### src/rtl/cpu_defs.sv
// Shared CPU definitions: FSM state encodings, control-field codes, instruction constants
// and the controller's state/instruction-class to control-word decode.
package cpu_defs;

    localparam int unsigned STATE_W  = 5;
    localparam int unsigned OPCODE_W = 3;
    localparam int unsigned OP_W     = 2;
    localparam int unsigned NSEL_W   = 3;
    localparam int unsigned VSEL_W   = 2;
    localparam int unsigned ALUOP_W  = 2;
    localparam int unsigned MEMCMD_W = 2;

    typedef enum logic [STATE_W-1:0] {
        S_RST   = 5'd0,
        S_IF1   = 5'd1,
        S_IF2   = 5'd2,
        S_UPC   = 5'd3,
        S_DEC   = 5'd4,
        S_IMM   = 5'd5,
        S_GETA  = 5'd6,
        S_GETB  = 5'd7,
        S_ALU   = 5'd8,
        S_WRC   = 5'd9,
        S_ADDR  = 5'd10,
        S_LADDR = 5'd11,
        S_MRD   = 5'd12,
        S_WRM   = 5'd13,
        S_GETD  = 5'd14,
        S_PASS  = 5'd15,
        S_MWR   = 5'd16,
        S_HALT  = 5'd17
    } state_e;

    localparam logic [MEMCMD_W-1:0] MEM_NONE = 2'b00;
    localparam logic [MEMCMD_W-1:0] MEM_RD   = 2'b01;
    localparam logic [MEMCMD_W-1:0] MEM_WR   = 2'b10;

    localparam logic [NSEL_W-1:0] NSEL_NONE = 3'b000;
    localparam logic [NSEL_W-1:0] NSEL_RN   = 3'b100;
    localparam logic [NSEL_W-1:0] NSEL_RD   = 3'b010;
    localparam logic [NSEL_W-1:0] NSEL_RM   = 3'b001;

    localparam logic [VSEL_W-1:0] VSEL_C      = 2'b00;
    localparam logic [VSEL_W-1:0] VSEL_PC     = 2'b01;
    localparam logic [VSEL_W-1:0] VSEL_SXIMM8 = 2'b10;
    localparam logic [VSEL_W-1:0] VSEL_MDATA  = 2'b11;

    localparam logic [ALUOP_W-1:0] ALU_ADD  = 2'b00;
    localparam logic [ALUOP_W-1:0] ALU_SUB  = 2'b01;
    localparam logic [ALUOP_W-1:0] ALU_AND  = 2'b10;
    localparam logic [ALUOP_W-1:0] ALU_NOTB = 2'b11;

    localparam logic [OPCODE_W-1:0] OPC_LDR  = 3'b011;
    localparam logic [OPCODE_W-1:0] OPC_STR  = 3'b100;
    localparam logic [OPCODE_W-1:0] OPC_ALU  = 3'b101;
    localparam logic [OPCODE_W-1:0] OPC_MOV  = 3'b110;
    localparam logic [OPCODE_W-1:0] OPC_HALT = 3'b111;

    localparam logic [OP_W-1:0] OP_MOV_SH  = 2'b00;
    localparam logic [OP_W-1:0] OP_MOV_IMM = 2'b10;
    localparam logic [OP_W-1:0] OP_ADD     = 2'b00;
    localparam logic [OP_W-1:0] OP_CMP     = 2'b01;
    localparam logic [OP_W-1:0] OP_AND     = 2'b10;
    localparam logic [OP_W-1:0] OP_MVN     = 2'b11;
    localparam logic [OP_W-1:0] OP_MEM     = 2'b00;

    // Instruction class, resolved once in S_DEC and held for the rest of the instruction
    typedef enum logic [3:0] {
        K_NONE  = 4'd0,
        K_MOVI  = 4'd1,
        K_MOVSH = 4'd2,
        K_MVN   = 4'd3,
        K_ADD   = 4'd4,
        K_CMP   = 4'd5,
        K_AND   = 4'd6,
        K_LDR   = 4'd7,
        K_STR   = 4'd8,
        K_HALT  = 4'd9
    } kind_e;

    typedef struct packed {
        logic [NSEL_W-1:0]   nsel;
        logic [VSEL_W-1:0]   vsel;
        logic [ALUOP_W-1:0]  alu_op;
        logic                shift_en;
        logic                asel;
        logic                bsel;
        logic                loada;
        logic                loadb;
        logic                loadc;
        logic                loads;
        logic                write;
        logic                load_ir;
        logic                load_pc;
        logic                reset_pc;
        logic                addr_sel;
        logic                load_addr;
        logic [MEMCMD_W-1:0] mem_cmd;
        logic                halted;
    } ctrl_t;

    function automatic kind_e classify(input logic [OPCODE_W-1:0] opcode,
                                       input logic [OP_W-1:0]     op);
        kind_e k;
        k = K_NONE;
        case (opcode)
            OPC_MOV: begin
                if (op == OP_MOV_IMM)     k = K_MOVI;
                else if (op == OP_MOV_SH) k = K_MOVSH;
            end
            OPC_ALU: begin
                case (op)
                    OP_ADD:  k = K_ADD;
                    OP_CMP:  k = K_CMP;
                    OP_AND:  k = K_AND;
                    default: k = K_MVN;
                endcase
            end
            OPC_LDR:  if (op == OP_MEM) k = K_LDR;
            OPC_STR:  if (op == OP_MEM) k = K_STR;
            OPC_HALT: k = K_HALT;
            default:  k = K_NONE;
        endcase
        return k;
    endfunction

    function automatic logic [ALUOP_W-1:0] alu_of(input kind_e k);
        logic [ALUOP_W-1:0] a;
        case (k)
            K_CMP:   a = ALU_SUB;
            K_AND:   a = ALU_AND;
            K_MVN:   a = ALU_NOTB;
            default: a = ALU_ADD;
        endcase
        return a;
    endfunction

    // Moore control word for a state; the class only refines S_ALU
    function automatic ctrl_t ctrl_of(input state_e s, input kind_e k);
        ctrl_t c;
        c         = '0;
        c.nsel    = NSEL_NONE;
        c.vsel    = VSEL_C;
        c.alu_op  = ALU_ADD;
        c.mem_cmd = MEM_NONE;
        case (s)
            S_RST: begin
                c.reset_pc = 1'b1;
                c.load_pc  = 1'b1;
            end
            S_IF1: begin
                c.addr_sel = 1'b1;
                c.mem_cmd  = MEM_RD;
            end
            S_IF2: begin
                c.addr_sel = 1'b1;
                c.mem_cmd  = MEM_RD;
                c.load_ir  = 1'b1;
            end
            S_UPC:  c.load_pc = 1'b1;
            S_IMM: begin
                c.nsel  = NSEL_RN;
                c.vsel  = VSEL_SXIMM8;
                c.write = 1'b1;
            end
            S_GETA: begin
                c.nsel  = NSEL_RN;
                c.loada = 1'b1;
            end
            S_GETB: begin
                c.nsel  = NSEL_RM;
                c.loadb = 1'b1;
            end
            S_ALU: begin
                c.shift_en = 1'b1;
                c.asel     = (k == K_MOVSH);
                c.alu_op   = alu_of(k);
                c.loadc    = (k != K_CMP);
                c.loads    = (k == K_CMP);
            end
            S_WRC: begin
                c.nsel  = NSEL_RD;
                c.vsel  = VSEL_C;
                c.write = 1'b1;
            end
            S_ADDR: begin
                c.bsel  = 1'b1;
                c.loadc = 1'b1;
            end
            S_LADDR: c.load_addr = 1'b1;
            S_MRD:   c.mem_cmd   = MEM_RD;
            S_WRM: begin
                c.mem_cmd = MEM_RD;
                c.nsel    = NSEL_RD;
                c.vsel    = VSEL_MDATA;
                c.write   = 1'b1;
            end
            S_GETD: begin
                c.nsel  = NSEL_RD;
                c.loadb = 1'b1;
            end
            S_PASS: begin
                c.asel  = 1'b1;
                c.loadc = 1'b1;
            end
            S_MWR:  c.mem_cmd = MEM_WR;
            S_HALT: c.halted  = 1'b1;
            default: ;
        endcase
        return c;
    endfunction

endpackage

### src/rtl/cpu_control_fsm_if.sv
// Controller <-> datapath/decoder bundle: decoded opcode fields in, control strobes out.
interface cpu_control_fsm_if;
    import cpu_defs::*;

    logic [OPCODE_W-1:0] opcode;
    logic [OP_W-1:0]     op;
    logic [NSEL_W-1:0]   nsel;
    logic [VSEL_W-1:0]   vsel;
    logic [ALUOP_W-1:0]  alu_op;
    logic                shift_en;
    logic                asel;
    logic                bsel;
    logic                loada;
    logic                loadb;
    logic                loadc;
    logic                loads;
    logic                write;
    logic                load_ir;
    logic                load_pc;
    logic                reset_pc;
    logic                addr_sel;
    logic                load_addr;
    logic [MEMCMD_W-1:0] mem_cmd;
    logic                halted;

    modport master (
        input  opcode, op,
        output nsel, vsel, alu_op, shift_en, asel, bsel, loada, loadb, loadc, loads,
               write, load_ir, load_pc, reset_pc, addr_sel, load_addr, mem_cmd, halted
    );

    modport slave (
        output opcode, op,
        input  nsel, vsel, alu_op, shift_en, asel, bsel, loada, loadb, loadc, loads,
               write, load_ir, load_pc, reset_pc, addr_sel, load_addr, mem_cmd, halted
    );

endinterface

### src/rtl/cpu_control_fsm.sv
// Fetch/decode/execute sequencer for the 16-bit CPU; one instruction in flight.
// The control word is registered from the next state, so it always matches state_q.
module cpu_control_fsm
    import cpu_defs::*;
#(
    parameter bit ILLEGAL_HALTS = 1'b1
) (
    input  logic                clk,
    input  logic                reset,
    cpu_control_fsm_if.master   ctl
);

    state_e state_q, state_d;
    kind_e  kind_q,  kind_d;
    ctrl_t  ctrl_q,  ctrl_d;

    always_ff @(posedge clk) begin
        if (reset) begin
            state_q <= S_RST;
            kind_q  <= K_NONE;
            ctrl_q  <= ctrl_of(S_RST, K_NONE);
        end else begin
            state_q <= state_d;
            kind_q  <= kind_d;
            ctrl_q  <= ctrl_d;
        end
    end

    always_comb begin
        state_d = state_q;
        kind_d  = kind_q;
        case (state_q)
            S_RST:  state_d = S_IF1;
            S_IF1:  state_d = S_IF2;
            S_IF2:  state_d = S_UPC;
            S_UPC:  state_d = S_DEC;
            S_DEC: begin
                kind_d = classify(ctl.opcode, ctl.op);
                case (kind_d)
                    K_MOVI:                              state_d = S_IMM;
                    K_MOVSH, K_MVN:                      state_d = S_GETB;
                    K_ADD, K_CMP, K_AND, K_LDR, K_STR:   state_d = S_GETA;
                    K_HALT:                              state_d = S_HALT;
                    default: state_d = ILLEGAL_HALTS ? S_HALT : S_IF1;
                endcase
            end
            S_IMM:   state_d = S_IF1;
            S_GETA:  state_d = (kind_q == K_LDR || kind_q == K_STR) ? S_ADDR : S_GETB;
            S_GETB:  state_d = S_ALU;
            S_ALU:   state_d = (kind_q == K_CMP) ? S_IF1 : S_WRC;
            S_WRC:   state_d = S_IF1;
            S_ADDR:  state_d = S_LADDR;
            S_LADDR: state_d = (kind_q == K_LDR) ? S_MRD : S_GETD;
            S_MRD:   state_d = S_WRM;
            S_WRM:   state_d = S_IF1;
            S_GETD:  state_d = S_PASS;
            S_PASS:  state_d = S_MWR;
            S_MWR:   state_d = S_IF1;
            S_HALT:  state_d = S_HALT;
            default: state_d = S_RST;
        endcase
        ctrl_d = ctrl_of(state_d, kind_d);
    end

    assign ctl.nsel      = ctrl_q.nsel;
    assign ctl.vsel      = ctrl_q.vsel;
    assign ctl.alu_op    = ctrl_q.alu_op;
    assign ctl.shift_en  = ctrl_q.shift_en;
    assign ctl.asel      = ctrl_q.asel;
    assign ctl.bsel      = ctrl_q.bsel;
    assign ctl.loada     = ctrl_q.loada;
    assign ctl.loadb     = ctrl_q.loadb;
    assign ctl.loadc     = ctrl_q.loadc;
    assign ctl.loads     = ctrl_q.loads;
    assign ctl.write     = ctrl_q.write;
    assign ctl.load_ir   = ctrl_q.load_ir;
    assign ctl.load_pc   = ctrl_q.load_pc;
    assign ctl.reset_pc  = ctrl_q.reset_pc;
    assign ctl.addr_sel  = ctrl_q.addr_sel;
    assign ctl.load_addr = ctrl_q.load_addr;
    assign ctl.mem_cmd   = ctrl_q.mem_cmd;
    assign ctl.halted    = ctrl_q.halted;

endmodule
### src/flat_wrapper.sv
// flat-port wrapper written by rule: the top's interface ports become plain ports
module cpu_control_fsm_flat import cpu_defs::*;
#(
    parameter bit ILLEGAL_HALTS = 1'b1
)
  (clk, reset, ctl_opcode, ctl_op, ctl_nsel, ctl_vsel, ctl_alu_op, ctl_shift_en, ctl_asel, ctl_bsel, ctl_loada, ctl_loadb, ctl_loadc, ctl_loads, ctl_write, ctl_load_ir, ctl_load_pc, ctl_reset_pc, ctl_addr_sel, ctl_load_addr, ctl_mem_cmd, ctl_halted);
  cpu_control_fsm_if ctl_i ();
  input  logic clk;
  input  logic reset;
  input wire logic [$bits(ctl_i.opcode)-1:0] ctl_opcode;
  input wire logic [$bits(ctl_i.op)-1:0] ctl_op;
  output wire logic [$bits(ctl_i.nsel)-1:0] ctl_nsel;
  output wire logic [$bits(ctl_i.vsel)-1:0] ctl_vsel;
  output wire logic [$bits(ctl_i.alu_op)-1:0] ctl_alu_op;
  output wire logic [$bits(ctl_i.shift_en)-1:0] ctl_shift_en;
  output wire logic [$bits(ctl_i.asel)-1:0] ctl_asel;
  output wire logic [$bits(ctl_i.bsel)-1:0] ctl_bsel;
  output wire logic [$bits(ctl_i.loada)-1:0] ctl_loada;
  output wire logic [$bits(ctl_i.loadb)-1:0] ctl_loadb;
  output wire logic [$bits(ctl_i.loadc)-1:0] ctl_loadc;
  output wire logic [$bits(ctl_i.loads)-1:0] ctl_loads;
  output wire logic [$bits(ctl_i.write)-1:0] ctl_write;
  output wire logic [$bits(ctl_i.load_ir)-1:0] ctl_load_ir;
  output wire logic [$bits(ctl_i.load_pc)-1:0] ctl_load_pc;
  output wire logic [$bits(ctl_i.reset_pc)-1:0] ctl_reset_pc;
  output wire logic [$bits(ctl_i.addr_sel)-1:0] ctl_addr_sel;
  output wire logic [$bits(ctl_i.load_addr)-1:0] ctl_load_addr;
  output wire logic [$bits(ctl_i.mem_cmd)-1:0] ctl_mem_cmd;
  output wire logic [$bits(ctl_i.halted)-1:0] ctl_halted;
  assign ctl_i.opcode = ctl_opcode;
  assign ctl_i.op = ctl_op;
  assign ctl_nsel = ctl_i.nsel;
  assign ctl_vsel = ctl_i.vsel;
  assign ctl_alu_op = ctl_i.alu_op;
  assign ctl_shift_en = ctl_i.shift_en;
  assign ctl_asel = ctl_i.asel;
  assign ctl_bsel = ctl_i.bsel;
  assign ctl_loada = ctl_i.loada;
  assign ctl_loadb = ctl_i.loadb;
  assign ctl_loadc = ctl_i.loadc;
  assign ctl_loads = ctl_i.loads;
  assign ctl_write = ctl_i.write;
  assign ctl_load_ir = ctl_i.load_ir;
  assign ctl_load_pc = ctl_i.load_pc;
  assign ctl_reset_pc = ctl_i.reset_pc;
  assign ctl_addr_sel = ctl_i.addr_sel;
  assign ctl_load_addr = ctl_i.load_addr;
  assign ctl_mem_cmd = ctl_i.mem_cmd;
  assign ctl_halted = ctl_i.halted;
  cpu_control_fsm #(.ILLEGAL_HALTS(ILLEGAL_HALTS)) u_core (.clk(clk), .reset(reset), .ctl(ctl_i));
endmodule
### config.mk
export PLATFORM = sky130hd
export DESIGN_NAME = cpu_control_fsm_flat
export DESIGN_NICKNAME = d
export VERILOG_FILES = /design/src/rtl/cpu_defs.sv /design/src/rtl/cpu_control_fsm_if.sv /design/src/rtl/cpu_control_fsm.sv /design/src/flat_wrapper.sv
export SDC_FILE = /design/constraint.sdc
export NUM_CORES = 1
export LEC_CHECK = 0
export BUFFER_PORTS_ARGS = -buffer_cell sky130_fd_sc_hd__buf_2
export CORE_MARGIN = 8
export CORE_UTILIZATION = 49
export DETAILED_ROUTE_END_ITERATION = 7
export PLACE_DENSITY = 0.75
export SLEW_MARGIN = 20
export SYNTH_ARGS = -nofsm -noshare
export SYNTH_HDL_FRONTEND = slang
export SYNTH_SLANG_ARGS = --single-unit
### constraint.sdc
create_clock -name clk -period 1.9 [get_ports clk]
set_input_delay 0.095 -clock clk [delete_from_list [all_inputs] [get_ports clk]]
set_output_delay 0.095 -clock clk [all_outputs]
set_load 0.005 [all_outputs]
== Yosys cells after proc, flatten, opt, wreduce, memory -nomap -nowiden ==
Memory sizes are Yosys's and may differ from the RTL's.
Index checks and enable logic that the tools add are counted.

* Register bits: 32
* Latch bits: 0
* Bits in writable memories: 0
* Bits in read-only memories: 64
* Memories kept: 1

{| class="wikitable"
|+ Memories
! memory !! words !! bits a word !! rd ports !! clocked after Yosys merged registers in !! write ports !! RTL line !! text
|-
| (no name shown) || 16 || 4 || 1 || 0 || 0 || cpu_control_fsm.sv:39 || <nowiki>case (kind_d)</nowiki>
|}

* $add $sub $neg: 0
* $mul: 0
* Div/mod/pow operators: 0
* Magnitude comparators: 0
* Eq/ne operators: 48
* Shift-type cells: 0
* Mux-type cells: 29
* Bitwise operators: 1
* Reduce and logical (&&, ||, !) cells: 14

{| class="wikitable"
|+ Operator list
! operator !! count
|-
| 5-bit by 4-bit == test with 1-bit output (second input constant) || 16
|-
| 5-bit case mux with 14 select lines || 1
|-
| 5-bit by 3-bit == test with 1-bit output (second input constant) || 7
|-
| 4-bit 2-to-1 mux || 6
|-
| 5-bit by 2-bit == test with 1-bit output (second input constant) || 4
|-
| 5-bit == test (second input constant) || 4
|-
| 4-bit case mux with 5 select lines || 1
|-
| 3-bit case mux with 3 select lines || 2
|-
| 4-bit by 3-bit == test with 1-bit output (second input constant) || 4
|-
| 3-bit == test (second input constant) || 4
|-
| 2-bit OR reduction || 6
|-
| 1-bit 2-to-1 mux || 11
|-
| 5-bit by 1-bit == test with 1-bit output (second input constant) || 2
|-
| 5-bit zero test || 2
|-
| 4-bit by 2-bit == test with 1-bit output (second input constant) || 2
|-
| 2-bit case mux with 2 select lines || 2
|-
| 2-bit case mux with 3 select lines || 1
|-
| 3-bit OR reduction || 2
|-
| 5-bit OR reduction || 1
|-
| 4-bit == test (second input constant) || 1
|-
| 2-bit 2-to-1 mux || 2
|-
| 4-bit by 3-bit inequality test with 1-bit output (second input constant) || 1
|-
| 1-bit case mux with 2 select lines || 2
|-
| 4-bit OR reduction || 1
|-
| 7 further kinds || 7
|}

== Logic depth before layout (Yosys ltp) ==
An unclocked memory read counts as a cell.

* Depth after elaboration: 10
* Depth in mapped cells: 7
* Mapped depth without buffers: 6

== Least setup slack after synthesis ==
No wires, ideal clock.

* Kind: reg2reg
* From: reg u_core.state_q[3]
* To: reg u_core.ctrl_q (netlist bit u_core.ctl.asel)
* Arrival: 1.964 ns
* Required time: 1.830 ns
* Path slack: -0.134 ns
* Cell stages (with the launch flop): 8
* Path buffers: 1
* Cell sequence: dfxtp_1 > buf_2 > and4bb_1 > o31ai_2 > a31oi_4 > or3b_1 > or4_1 > o21ai_1

* Longest elaborated chain between the ends: 5
* Elaborated cells between the ends (all ways): 25

{| class="wikitable"
|+ Ends and longest elaborated chain
! item !! RTL line !! text
|-
| start: declaration || cpu_control_fsm.sv:13 || <nowiki>state_e state_q, state_d;</nowiki>
|-
| start signal: assignment || cpu_control_fsm.sv:23 || <nowiki>state_q <= state_d;</nowiki>
|-
| 5-bit by 3-bit == test with 1-bit output (tied with other cells) || cpu_control_fsm.sv:32 || <nowiki>case (state_q)</nowiki>
|-
| 5-bit OR reduction (no source line) || -- ||
|-
| 5-bit case mux with 14 select lines || cpu_control_fsm.sv:32 ||
|-
| 5-bit by 4-bit == test with 1-bit output || cpu_defs.sv:146 || <nowiki>case (s)</nowiki>
|-
| 1-bit case mux with 2 select lines * || cpu_defs.sv:146 ||
|-
| end signal: assignment || cpu_control_fsm.sv:21 || <nowiki>ctrl_q <= ctrl_of(S_RST, K_NONE);</nowiki>
|-
| end signal: assignment || cpu_control_fsm.sv:25 || <nowiki>ctrl_q <= ctrl_d;</nowiki>
|-
| end: declaration || cpu_control_fsm.sv:15 || <nowiki>ctrl_t ctrl_q, ctrl_d;</nowiki>
|}

Mark *: on every way between the ends. The rest lies on a longest branch, timed or not.
A chain may end at the register's enable or synchronous reset.

== Worst setup path after layout ==
* From: reg u_core.state_q[4]
* To: reg u_core.ctrl_q (netlist bit u_core.ctl.asel)

Same word-level chain as after synthesis.

==> results.cfg <==
[run_status]
outcome = finished, violations left
violations = setup timing

[final_layout]
layout-drive-gt1-share = 0.4372
fillers = 246
synthToLayoutAreaGrowth_pct = 40.61
insertedDiodeCount = 0
layout_common_cells = buf_4 (42), buf_2 (29), dfxtp_1 (27)
final_common_cell = buf_4
final_nets = 253

[place]
dp_hpwl_um = 3180
dpl_worst_slack_ns = -0.1746
io_buffers = 29
finalWeightedCongestion = 0.9298

[yosys]
ys_seq_area_frac = 0.4126
synth_cells = 180
synth.distinct_cells = 51
synth_ff_type = dfxtp_1
syn-num-nets = 187
syn_avg_cell_area_sq_um = 8.626
yosys_warnings = 0
ys_seq_elements = 32
synth_edf_count = 0
synth_area_sq_mm = 0.001553
ys_async_sr_fraction = 0

[sta]
setup_viol = 3
fin_crit_sh = 1.023
finalHoldViolCount = 0
rsz0062_at_grt = true
period_needed_ns = 1.943
finClkSkew_ns = 0.006832
max_freq_ghz = 0.5145
worst_pin_slew_ns = 0.4332
slew-limit-headroom = 0.7081
setup_ws_ns = -0.04349
maxSlewViolCount = 0

[floorplanning]
fp-row-count = 20
dieArea_sq_mm = 0.005226
initial_core_util = 0.5128
dieHeight_um = 72.29
die_w_um = 72.29
io_pins = 30
core_sq_mm = 0.003028

[critical_path]
timing.critical_path.buf_inv = 0
cp-end-kind = flip-flop
cp.required_ns = 2.17
cp_slowest_stage_delay_ns = 0.40
worstPathCellList = and4bb_1 > o31ai_2 > a31oi_4 > or3b_4 > or4_1 > o21ai_1
cp-start-kind = flip-flop
path_class = flip-flop to flip-flop
worstPathArrival_ns = 2.22
crit_fanout = 5
path_delay_family = simple AND/OR/NAND/NOR gates
critPathSlowestCell = or3b_4

[drt]
firstDrtPassIters = 4
num_vias = 1560
drt-initial-drc-count = 123
post_drt_via_cell_ratio = 5.361
drt.antenna.violating_nets = 0
drc = 0
wire_per_inst_um = 15.16
drt_wl_total_um = 4411

[clocking]
clock-sinks = 32
postCtsHoldBufs = 0
root_buffer = clkbuf_4
tritoncts = built
clkLatencyLatePin_ns = 0.33
cts_made_buffers = 5
clk_path_buf_depth = 2
htree_levels = 2
clk_pin_slew_ns = 0.09

[grt]
globalRouteOverflowTotal = 0
grt_first_pass_wirelength_um = 6900
grt_max_degree = 19
antenna_found_initial = 0
grt_util_all_layers = 0.1667
grt_pass1_vias = 1534

[min_path]
min_path_type = input pin to flip-flop

[power]
finalPower_uw = 1433
vdd_ir_drop_max_v = 0.0004485
p_leak_uw = 0.0009466
power.density_mw_per_mm2 = 656.5

[flow_run]
maxCapViolCount = 0
## sequential cells by signal, summed over array words and instances (netlist names), 2 cells and up
name and cells:
u_core.ctl.alu_op 2, u_core.ctl.mem_cmd 2, u_core.ctl.nsel 3, u_core.ctl.vsel 2, u_core.kind_q 4, u_core.state_q 5
## final timing paths
check               startpoint                  end  slack, ns  cells after the start
min reg2reg  u_core.state_q[1]  u_core.ctl.reset_pc       0.66                      2
max          u_core.state_q[4]      u_core.ctl.asel      -0.04                      6
max reg2reg  u_core.state_q[4]      u_core.ctl.asel      -0.04                      6
min                      reset    u_core.state_q[4]       0.15                      2
## per-stage QoR
stage,area [sq um],utilization,hold slack (ns),TNS [ns],instances
6_report,2183,0.7211,0.1458,-0.08392,291
5_1_grt,2183,0.7211,0.1646,-0.7128,291
4_1_cts,2121,0.7004,0.1343,-0.04008,290
3_5_place_dp,1984,0.6554,0.4726,-1.569,277
3_3_place_gp,1984,0.6554,0.4735,-1.246,277
2_1_floorplan,1579,-,0.3792,-0.03430,180
## power by group
group,internal [uW],switching (uW)
Clock,176,219
Combinational,151,171
Sequential,694,21.5
## area by class of cell
cell class / instances / area [sq um] / share of cell area
sequential: 32 / 656.9 / 0.3009
multi-input combinational: 130 / 927.1 / 0.4246
timing repair buffer: 71 / 460.4 / 0.2109
inverter: 6 / 22.52 / 0.01032
clock inverter: 2 / 10.01 / 0.004585
clock buffer: 6 / 51.30 / 0.02350
tap: 44 / 55.05 / 0.02521
## cells by family (layout without fill, tap and decap cells)
| group | after synthesis | in the layout | share of synthesized area |
|---|---|---|---|
| simple gates | 81 | 81 | 0.2957 |
| compound gates | 41 | 41 | 0.1886 |
| flops | 32 | 32 | 0.4126 |
| buf+inv | 18 | 85 | 0.05479 |
| xor+xnor | 4 | 4 | 0.02257 |
| mux | 3 | 3 | 0.01934 |
| fa+ha+maj | 1 | 1 | 0.006447 |
## timing repair
item,CTS,global route
gates resized for setup,13,13
setup endpoints to repair,19,20
hold endpoints to repair,0,0
pin swaps,2,2
buffers inserted,5,1
## layer usage
layer | global-route usage | up-vias | routed length (um)
met3 | 0.04408 | 9 | 259
met5 | 0 | - | 0
met2 | 0.2798 | 48 | 2258
met1 | 0.1966 | 721 | 1842
met4 | 0.06349 | 0 | 50
li1 | - | 782 | -
## cells in the mapped netlist (all sizes together) (2+ instances only)
master	n	area, sq um
xor2	2	17.52
nor2	24	90.09
a31oi	2	27.53
o31ai	3	27.52
xnor2	2	17.52
nand2b	4	25.02
nand3b	4	30.03
mux2i	3	30.03
nor3b	3	27.52
o22ai	2	12.51
nand2	9	33.78
nand4b	2	17.52
nor4b	3	32.53
o211ai	2	15.01
o21ai	8	40.04
dfxtp	32	640.6
inv	6	22.52
o21bai	2	15.01
a211oi	2	15.01
or3b	2	17.52
and3b	2	17.52
a21boi	2	15.01
clkbuf	3	11.26
nor3	10	50.05
nor2b	4	25.02
nand3	7	35.03
a21oi	9	45.04
a221oi	2	17.52
buf	9	51.30
(Power assumes the default switching activity.)
